===== config.mk =====
export PLATFORM = sky130hd
export DESIGN_NAME = cv32e40p_x_mem_responder
export DESIGN_NICKNAME = d
export VERILOG_FILES = /design/src/rtl/cv32e40p_x_mem_pkg.sv /design/src/rtl/cv32e40p_x_mem_id_fifo.sv /design/src/rtl/cv32e40p_x_mem_responder.sv
export SDC_FILE = /design/constraint.sdc
export NUM_CORES = 1
export LEC_CHECK = 0
export CAP_MARGIN = 15
export CORE_MARGIN = 1.5
export CORE_UTILIZATION = 45
export DETAILED_ROUTE_END_ITERATION = 8
export HOLD_SLACK_MARGIN = 0.08
export PLACE_DENSITY = 0.81
export SLEW_MARGIN = 10
export SYNTH_ARGS = -nofsm -noshare
export SYNTH_HDL_FRONTEND = slang
export SYNTH_SLANG_ARGS = --single-unit

===== constraint.sdc =====
create_clock -name clk_i -period 4.15 [get_ports clk_i]
set_clock_uncertainty 0.15 [all_clocks]
set_input_delay 0.83 -clock clk_i [delete_from_list [all_inputs] [get_ports clk_i]]
set_output_delay 0.83 -clock clk_i [all_outputs]
set_load 0.02 [all_outputs]

===== src/rtl/cv32e40p_x_mem_pkg.sv =====
// Shared types for the CV-X-IF memory responder.
// Optional CV32E40P_X_MEM_MISALIGN_CHECK_EN adds the ERR state.
package cv32e40p_x_mem_pkg;

  localparam int unsigned X_ID_W   = 4;
  localparam int unsigned X_ADDR_W = 32;
  localparam int unsigned X_DATA_W = 32;
  localparam int unsigned X_BE_W   = X_DATA_W / 8;

  typedef enum logic [1:0] {
    IDLE = 2'd0,
    REQ  = 2'd1
`ifdef CV32E40P_X_MEM_MISALIGN_CHECK_EN
    ,
    ERR  = 2'd2
`endif
  } x_mem_state_e;

  typedef struct packed {
    logic [X_ID_W-1:0]   id;
    logic [X_ADDR_W-1:0] addr;
    logic                we;
    logic [X_BE_W-1:0]   be;
    logic [X_DATA_W-1:0] wdata;
  } x_mem_req_t;

  typedef struct packed {
    logic [X_ID_W-1:0] id;
    logic              we;
  } x_mem_pend_t;

endpackage


===== src/rtl/cv32e40p_x_mem_id_fifo.sv =====
// In-order FIFO of granted transactions awaiting rvalid.
// Push and pop may happen in the same cycle.
module cv32e40p_x_mem_id_fifo
  import cv32e40p_x_mem_pkg::*;
#(
  parameter int unsigned DEPTH = 2,
  parameter int unsigned CNT_W = $clog2(DEPTH + 1)
) (
  input  logic             clk_i,
  input  logic             rst_i,
  input  logic             push,
  input  x_mem_pend_t      pend,
  input  logic             pop,
  output x_mem_pend_t      head,
  output logic             full,
  output logic             empty,
  output logic [CNT_W-1:0] count
);

  localparam int unsigned PTR_W =
    (DEPTH > 1) ? $clog2(DEPTH) : 1;

  x_mem_pend_t      mem_q [DEPTH];
  logic [PTR_W-1:0] wptr_q;
  logic [PTR_W-1:0] rptr_q;
  logic [CNT_W-1:0] cnt_q;
  logic             do_push;
  logic             do_pop;

  function automatic logic [PTR_W-1:0] nxt(
    input logic [PTR_W-1:0] p
  );
    return (p == PTR_W'(DEPTH - 1)) ? '0 : p + 1'b1;
  endfunction

  assign full    = (cnt_q == CNT_W'(DEPTH));
  assign empty   = (cnt_q == '0);
  assign count   = cnt_q;
  assign head    = mem_q[rptr_q];
  assign do_pop  = pop & ~empty;
  assign do_push = push & (~full | do_pop);

  always_ff @(posedge clk_i) begin
    if (rst_i) begin
      wptr_q <= '0;
      rptr_q <= '0;
      cnt_q  <= '0;
    end else begin
      if (do_push) wptr_q <= nxt(wptr_q);
      if (do_pop)  rptr_q <= nxt(rptr_q);
      cnt_q <= cnt_q + CNT_W'(do_push)
                     - CNT_W'(do_pop);
    end
  end

  always_ff @(posedge clk_i) begin
    if (do_push) mem_q[wptr_q] <= pend;
  end

endmodule


===== src/rtl/cv32e40p_x_mem_responder.sv =====
// Serves CV-X-IF x_mem requests on the core OBI data port.
// CV32E40P_X_MEM_MISALIGN_CHECK_EN: misaligned requests fail locally.
module cv32e40p_x_mem_responder
  import cv32e40p_x_mem_pkg::*;
#(
  parameter int unsigned ADDR_W          = X_ADDR_W,
  parameter int unsigned DATA_W          = X_DATA_W,
  parameter int unsigned ID_W            = X_ID_W,
  parameter int unsigned MAX_OUTSTANDING = 2
) (
  input  logic                clk_i,
  input  logic                rst_i,
  input  logic                x_mem_valid_i,
  output logic                x_mem_ready_o,
  input  logic [ID_W-1:0]     x_mem_req_id_i,
  input  logic [ADDR_W-1:0]   x_mem_req_addr_i,
  input  logic                x_mem_req_we_i,
  input  logic [DATA_W/8-1:0] x_mem_req_be_i,
  input  logic [DATA_W-1:0]   x_mem_req_wdata_i,
  input  logic                x_mem_req_last_i,
  input  logic                x_mem_req_spec_i,
  output logic                x_mem_result_valid_o,
  output logic [ID_W-1:0]     x_mem_result_id_o,
  output logic [DATA_W-1:0]   x_mem_result_rdata_o,
  output logic                x_mem_result_err_o,
  input  logic                lsu_busy_i,
  output logic                data_req_o,
  input  logic                data_gnt_i,
  output logic [ADDR_W-1:0]   data_addr_o,
  output logic                data_we_o,
  output logic [DATA_W/8-1:0] data_be_o,
  output logic [DATA_W-1:0]   data_wdata_o,
  input  logic                data_rvalid_i,
  input  logic [DATA_W-1:0]   data_rdata_i,
  input  logic                data_err_i,
  output logic                idle_o
);

  localparam int unsigned CNT_W =
    $clog2(MAX_OUTSTANDING + 1);

  x_mem_state_e     state_q;
  x_mem_req_t       req_q;
  x_mem_pend_t      head;
  logic             fifo_full;
  logic             fifo_empty;
  logic [CNT_W-1:0] fifo_cnt;
  logic             accept;
  logic             gnt_ok;
  logic             pop_ok;
  logic             unused_ok;

  assign x_mem_ready_o = (state_q == IDLE)
    & ~lsu_busy_i
    & (fifo_cnt < CNT_W'(MAX_OUTSTANDING))
    & ~x_mem_req_spec_i;

  assign accept = x_mem_valid_i & x_mem_ready_o;
  assign gnt_ok = (state_q == REQ) & data_gnt_i;
  assign pop_ok = data_rvalid_i & ~fifo_empty;

`ifdef CV32E40P_X_MEM_MISALIGN_CHECK_EN
  logic misalign;
  logic err_done;

  assign misalign =
    ((x_mem_req_be_i == '1)
      && (x_mem_req_addr_i[1:0] != 2'b00))
    || (((x_mem_req_be_i == 4'b0011)
      || (x_mem_req_be_i == 4'b1100))
      && x_mem_req_addr_i[0]);

  // Wait for older results to drain so ids stay in order.
  assign err_done = (state_q == ERR) & fifo_empty;
`endif

  always_ff @(posedge clk_i) begin
    if (rst_i) begin
      state_q <= IDLE;
      req_q   <= '0;
    end else begin
      unique case (state_q)
        IDLE: begin
          if (accept) begin
            req_q.id    <= x_mem_req_id_i;
            req_q.addr  <= x_mem_req_addr_i;
            req_q.we    <= x_mem_req_we_i;
            req_q.be    <= x_mem_req_be_i;
            req_q.wdata <= x_mem_req_we_i
              ? x_mem_req_wdata_i : '0;
`ifdef CV32E40P_X_MEM_MISALIGN_CHECK_EN
            state_q <= misalign ? ERR : REQ;
`else
            state_q <= REQ;
`endif
          end
        end
        REQ: begin
          if (data_gnt_i) state_q <= IDLE;
        end
`ifdef CV32E40P_X_MEM_MISALIGN_CHECK_EN
        ERR: begin
          if (err_done) state_q <= IDLE;
        end
`endif
        default: state_q <= IDLE;
      endcase
    end
  end

  always_ff @(posedge clk_i) begin
    if (rst_i) begin
      x_mem_result_valid_o <= 1'b0;
      x_mem_result_id_o    <= '0;
      x_mem_result_rdata_o <= '0;
      x_mem_result_err_o   <= 1'b0;
    end else begin
      x_mem_result_valid_o <= 1'b0;
      if (pop_ok) begin
        x_mem_result_valid_o <= 1'b1;
        x_mem_result_id_o    <= head.id;
        x_mem_result_rdata_o <= head.we
          ? '0 : data_rdata_i;
        x_mem_result_err_o   <= data_err_i;
      end
`ifdef CV32E40P_X_MEM_MISALIGN_CHECK_EN
      else if (err_done) begin
        x_mem_result_valid_o <= 1'b1;
        x_mem_result_id_o    <= req_q.id;
        x_mem_result_rdata_o <= '0;
        x_mem_result_err_o   <= 1'b1;
      end
`endif
    end
  end

  cv32e40p_x_mem_id_fifo #(
    .DEPTH (MAX_OUTSTANDING),
    .CNT_W (CNT_W)
  ) u_id_fifo (
    .clk_i (clk_i),
    .rst_i (rst_i),
    .push  (gnt_ok),
    .pend  ('{id: req_q.id, we: req_q.we}),
    .pop   (data_rvalid_i),
    .head  (head),
    .full  (fifo_full),
    .empty (fifo_empty),
    .count (fifo_cnt)
  );

  assign data_req_o   = (state_q == REQ);
  assign data_addr_o  = req_q.addr;
  assign data_we_o    = req_q.we;
  assign data_be_o    = req_q.be;
  assign data_wdata_o = req_q.wdata;
  assign idle_o       = (state_q == IDLE) & fifo_empty;

  assign unused_ok = ^{x_mem_req_last_i, fifo_full};

  // An rvalid with nothing outstanding is dropped.
  a_no_stray_rvalid : assert property (
    @(posedge clk_i) disable iff (rst_i)
    data_rvalid_i |-> !fifo_empty
  );

endmodule


==> results of run 1 <==
==> how the worst min path moves through the flow <==
stage                     startpoint  cells after the start               endpoint
after detailed placement   req_q[69]                      0  u_id_fifo.mem_q[0][1]
after CTS                  req_q[69]                      0  u_id_fifo.mem_q[1][1]
after global placement     req_q[70]                      0  u_id_fifo.mem_q[0][2]
after floorplan            req_q[69]                      0  u_id_fifo.mem_q[0][1]
final                      req_q[71]                      0  u_id_fifo.mem_q[0][3]
after global routing       req_q[69]                      0  u_id_fifo.mem_q[1][1]
==> stage by stage <==
stage	setup slack (ns)	hold slack, ns	cell area (um^2)	util, %	instances
6_report	0.5359	0.3073	7461	68.23	827
5_1_grt	0.4687	0.3238	7461	68.23	827
4_1_cts	0.5252	0.3101	7446	68.09	826
3_5_place_dp	0.5315	0.2959	6813	62.30	794
3_3_place_gp	0.5163	0.2794	6813	62.30	794
2_1_floorplan	1.470	0.2692	5101	-	547
==> cells in the final DEF (no fill, tap or decap), drive strengths merged, types with 2 or more instances in the layout <==
cell type and n:
mux2i 4, clkdlybuf4s50 220, nor2 12, a22o 32, clkinvlp 3, inv 9
nand3b 2, dfxtp 117, a211oi 4, clkbuf 20, nand2 3, o21ai 75
a21oi 77, nand3 41, bufinv 2, clkinv 3, edfxtp 10, nand4 32
buf 9
==> cell type report <==
class / instances / area, um^2
fill: 862 / 3475
sequential: 127 / 2643
timing repair buffer: 229 / 2285
multi-input combinational: 294 / 1707
clock buffer: 20 / 489.2
tap: 140 / 175.2
clock inverter: 12 / 143.9
inverter: 5 / 18.77
==> report_power, final <==
group	switching (uW)	internal, uW	total, uW
Combinational	347	316	663
Clock	557	982	1540
Sequential	58.8	1320	1380
==> logic make-up (layout without fill, tap and decap cells) <==
| kind of cell | Yosys count | in the layout | share of synthesized area, % |
|---|---|---|---|
| compound gates | 190 | 190 | 21.44 |
| xor+xnor | 2 | 2 | 0.3435 |
| simple gates | 96 | 96 | 10.11 |
| mux | 5 | 5 | 1.006 |
| buf+inv | 126 | 266 | 15.06 |
| flops | 127 | 127 | 51.80 |
| fa+ha+maj | 1 | 1 | 0.2452 |
==> synth_stat cells <==
| library cell | number |
|---|---|
| a2111oi_2 | 1 |
| a211oi_1 | 4 |
| a21oi_1 | 77 |
| a22o_1 | 32 |
| buf_2 | 7 |
| buf_4 | 72 |
| buf_6 | 2 |
| clkbuf_1 | 39 |
| clkbuf_2 | 1 |
| clkinv_1 | 1 |
| dfxtp_1 | 117 |
| edfxtp_1 | 10 |
| ha_1 | 1 |
| inv_1 | 3 |
| inv_2 | 1 |
| mux2_2 | 1 |
| mux2i_1 | 4 |
| nand2_1 | 3 |
| nand2b_1 | 1 |
| nand3_1 | 41 |
| nand3b_1 | 2 |
| nand4_1 | 32 |
| nor2_1 | 12 |
| nor2b_1 | 1 |
| nor3_1 | 1 |
| nor3b_1 | 1 |
| o21ai_0 | 74 |
| o21ai_1 | 1 |
| o21bai_1 | 1 |
| or3_1 | 1 |
| or4_1 | 1 |
| xnor2_1 | 1 |
| xor2_1 | 1 |
==> critical path, cell delays in order <==
cell and delay (ns):
clkdlybuf4s50_1 0.39, or4_2 0.68, inv_2 0.09, clkdlybuf4s50_1 0.64
==> metal layers <==
layer | wire length [um] | vias to the layer above | global-route usage (%) | part of all wire (%)
li1 | - | 2154 | - | -
met1 | 5272 | 2118 | 25.24 | 39
met2 | 6580 | 193 | 37.00 | 49
met3 | 1335 | 24 | 8.654 | 9.9
met4 | 290 | 0 | 9.555 | 2.2
met5 | 0 | - | 0 | 0
==> flip-flops by register name, summed over array words and instances, names as in the netlist, named ones only <==
signal and cells:
u_id_fifo.mem_q 10, u_id_fifo.rptr_q 1, x_mem_result_rdata_o 32, x_mem_result_id_o 4, x_mem_result_valid_o 1, x_mem_result_err_o 1, u_id_fifo.wptr_q 1, data_be_o 4
u_id_fifo.count 2, data_addr_o 32, req_q 4, state_q 1, data_we_o 1, data_wdata_o 32
==> impl_metrics.json, run 1 <==
{
  "power_per_cell_area_nw_per_um2": 480.5,
  "grt_pass1_wl_um": 20730,
  "vdd_drop_max_uv": 247.6,
  "rr_startpoint": "state_q[0]",
  "grt_max_degree": 75,
  "required_ns": 3.17,
  "grt_overflow": 0,
  "cp_max_fo": 2,
  "track_usage_pct": 22.21,
  "place_hpwl_um": 8809,
  "portBuffers": 222,
  "p_total_uw": 3585,
  "tns_ns": 0,
  "vias_per_cell": 5.428,
  "drt_iter0_markers": 281,
  "syn-num-nets": 662,
  "ant_nets": 0,
  "path_class": "in2out",
  "initial_core_util_pct": 46.65,
  "die-area_um2": 11980,
  "numCtsBuffers": 17,
  "fp.coreArea_um2": 10940,
  "fin_crit_sh_pct": 87.09,
  "synthCells": 547,
  "num_vias": 4489,
  "post_cts_resized": 0,
  "antenna_found_initial": 0,
  "r2r_cells": 5,
  "outcome": "complete, no violations",
  "r2r_end": "data_addr_o[28]",
  "reg2reg_slack_ns": 1.72,
  "synth-seq-cells": 127,
  "area_growth_pct": 46.26,
  "leakagePower_uw": 0.002565,
  "post-route-min-period_ns": 3.614,
  "clockBufferDepth": 2,
  "wirelength_um": 13480,
  "synthTopCellsByArea": "dfxtp_1 (46%), buf_4 (11%), a21oi_1 (7.6%), o21ai_0 (7.3%), edfxtp_1 (5.9%)",
  "yosysWarnings": 0,
  "dr.pass1.iters": 4,
  "cp-end-kind": "primary output",
  "cts_tree": "built",
  "avgSynthCellArea_um2": 9.326,
  "die_w_um": 109.5,
  "start_kind": "input port",
  "ys_types": 33,
  "rsz0062_at_grt": "false",
  "fmax_mhz": 276.7,
  "holdCritPathClass": "reg2reg",
  "wire_per_inst_um": 16.30,
  "holdBufCountCts": 0,
  "diodes": 0,
  "syn-cell-area_um2": 5101,
  "startpoint": "lsu_busy_i",
  "grt_pass1_vias": 4234,
  "boundaryPins": 224,
  "relSlewSlack_pct": 28.14,
  "cts_root_buffer": "clkbuf_16",
  "gp_congestion": 0.7220,
  "setup_viol": 0,
  "ys_seq_area_share_pct": 51.80,
  "slew_violations": 0,
  "rows": 38,
  "yosys.area.top_type": "dfxtp_1",
  "hold_viol_final": 0,
  "die-height_um": 109.5,
  "cp.arrival_ns": 2.63,
  "cts_sinks": 127,
  "tightest_slew_ns": 1.078,
  "drv_cap": 0,
  "drive_gt1_share_pct": 6.841,
  "post_cts.repair.setup_buffers": 0,
  "path_clk_slew_ns": 0.06,
  "nets": 789,
  "drc": 0,
  "crit_path_end": "x_mem_ready_o",
  "synth.top_cell.area_share_pct": 45.92,
  "ctsHtreeMaxLevel": 4,
  "clkLatencyLatePin_ns": 0.41
}
Note: power is estimated with default switching activity, not from simulation.
==> inputs of run 2 (changes only) <==
Settings changed: TNS_END_PERCENT from default to 20.
==> results of run 2 <==
Final layout, timing and power as in run 1 (identical DEF).
==> inputs of run 3 (changes only) <==
Settings changed: CAP_MARGIN 15 to default, CTS_BUF_LIST from default to sky130_fd_sc_hd__clkbuf_16.
==> impl_metrics.json, run 3 (synthesis gave the netlist of run 1 again) <==
{
  "outcome": "complete, no violations",
  "cpMostUsedCell": "clkdlybuf4s50_1",
  "hold_path.startpoint": "req_q[71]",
  "fmax_mhz": 275.8,
  "clockBufferDepth": 2,
  "hold_viol_final": 0,
  "wire_per_inst_um": 16.30,
  "cp.arrival_ns": 2.65,
  "slew_violations": 0,
  "tightest_slew_ns": 1.239,
  "pre_cts_ws_ns": 0.5315,
  "layout_setup_ws_ns": 0.5245,
  "rows": 38,
  "r2r_end": "data_wdata_o[15]",
  "post_cts.repair.setup_buffers": 0,
  "relSlewSlack_pct": 17.13,
  "cts_tree": "built",
  "r2r_cells": 5,
  "final.fill_count": 863,
  "vias_per_cell": 5.412,
  "path_clk_slew_ns": 0.06,
  "dr.pass1.iters": 4,
  "initial_core_util_pct": 46.65,
  "holdBufCountCts": 0,
  "boundaryPins": 224,
  "rr_startpoint": "state_q[0]",
  "num_vias": 4470,
  "nets": 788,
  "grt_pass1_wl_um": 20660,
  "cts_root_buffer": "clkbuf_16",
  "fin_crit_sh_pct": 87.36,
  "reg2reg_slack_ns": 1.71,
  "required_ns": 3.17,
  "hold_end": "u_id_fifo.mem_q[0][3]",
  "ctsHtreeMaxLevel": 4,
  "post-route-min-period_ns": 3.626,
  "hold_depth": 0,
  "setup_viol": 0,
  "drv_cap": 0,
  "grt_overflow": 0,
  "track_usage_pct": 22.13,
  "grt_pass1_vias": 4230,
  "gp_congestion": 0.7220,
  "final_common_cell": "clkdlybuf4s50_1",
  "cp-end-kind": "primary output",
  "diodes": 0,
  "area_growth_pct": 45.77,
  "layout_common_cells": "clkdlybuf4s50_1 (220), dfxtp_1 (117), a21oi_1 (77)",
  "path_class": "in2out",
  "leakagePower_uw": 0.002552,
  "grt_max_degree": 75,
  "vdd_drop_max_uv": 250.6,
  "tns_ns": 0,
  "ant_nets": 0,
  "drive_gt1_share_pct": 6.560,
  "die-area_um2": 11980,
  "holdCritPathClass": "reg2reg",
  "numCtsBuffers": 17,
  "post_cts_resized": 0,
  "cpPeakStageDelay_ns": 0.68,
  "place_hpwl_um": 8809,
  "crit_slowest_cell": "or4_2",
  "fp.coreArea_um2": 10940,
  "drt_iter0_markers": 277,
  "clkLatencyLatePin_ns": 0.40,
  "antenna_found_initial": 0,
  "portBuffers": 222,
  "power_per_cell_area_nw_per_um2": 479.6,
  "cts_sinks": 127,
  "die_w_um": 109.5,
  "die-height_um": 109.5,
  "start_kind": "input port",
  "cp_max_fo": 2,
  "wirelength_um": 13460,
  "drc": 0,
  "crit_path_cell_trace": "clkdlybuf4s50_1, or4_2, inv_2, clkdlybuf4s50_1",
  "rsz0062_at_grt": "false"
}
[run 3: cell types whose count changed in the layout (fill, tap and decap cells not counted)]
cell / before / now
buf_8: 1 / 0
clkbuf_8: 1 / 0
clkinv_1: 0 / 1
[run 3: report_power, final]
part,switching [uW],leakage (uW),internal [uW],total (uW)
Clock,559,0.000295,964,1520
Combinational,347,0.00122,315,662
Sequential,57.8,0.00104,1320,1380
[run 3: metrics by stage]
step / cells / hold WS, ns / util (%) / power (uW) / area [um^2]
6_report: 826 / 0.3061 / 68.00 / 3566 / 7436
5_1_grt: 826 / 0.3225 / 68.00 / 3705 / 7436
4_1_cts: 826 / 0.3106 / 68.00 / 3597 / 7436
3_5_place_dp: 794 / 0.2959 / 62.30 / 2066 / 6813
3_3_place_gp: 794 / 0.2794 / 62.30 / 2043 / 6813
2_1_floorplan: 547 / 0.2692 / - / 1779 / 5101
[run 3: metal layers]
layer  GRT usage (%)  up-vias  routed length, um
li1                -     2153                  -
met1           24.91     2106               5319
met2           37.00      187               6543
met3           8.832       24               1329
met4           9.555        0                272
met5               0        -                  0
[run 3: cell type report]
cell class	count	area (um^2)	area share [%]
Clock buffer	19	475.5	6.394
Clock inverter	13	147.6	1.986
Inverter	5	18.77	0.2524
Multi-Input combinational cell	294	1707	22.95
Sequential cell	127	2643	35.54
Tap cell	140	175.2	2.356
Timing Repair Buffer	228	2270	30.52
[run 3: worst max path at each step]
stage | from | cells after the start | to | slack [ns]
3_5_place_dp | lsu_busy_i | 4 | x_mem_ready_o | 0.53
6_report | lsu_busy_i | 4 | x_mem_ready_o | 0.52
2_1_floorplan | lsu_busy_i | 4 | x_mem_ready_o | 1.47
3_3_place_gp | lsu_busy_i | 4 | x_mem_ready_o | 0.52
5_1_grt | lsu_busy_i | 4 | x_mem_ready_o | 0.47
4_1_cts | lsu_busy_i | 4 | x_mem_ready_o | 0.53
[run 3: critical path: cells and delay by family]
family,cells,cell delay (ns)
buffers and inverters,3,1.13
and+or+nand+nor,1,0.68
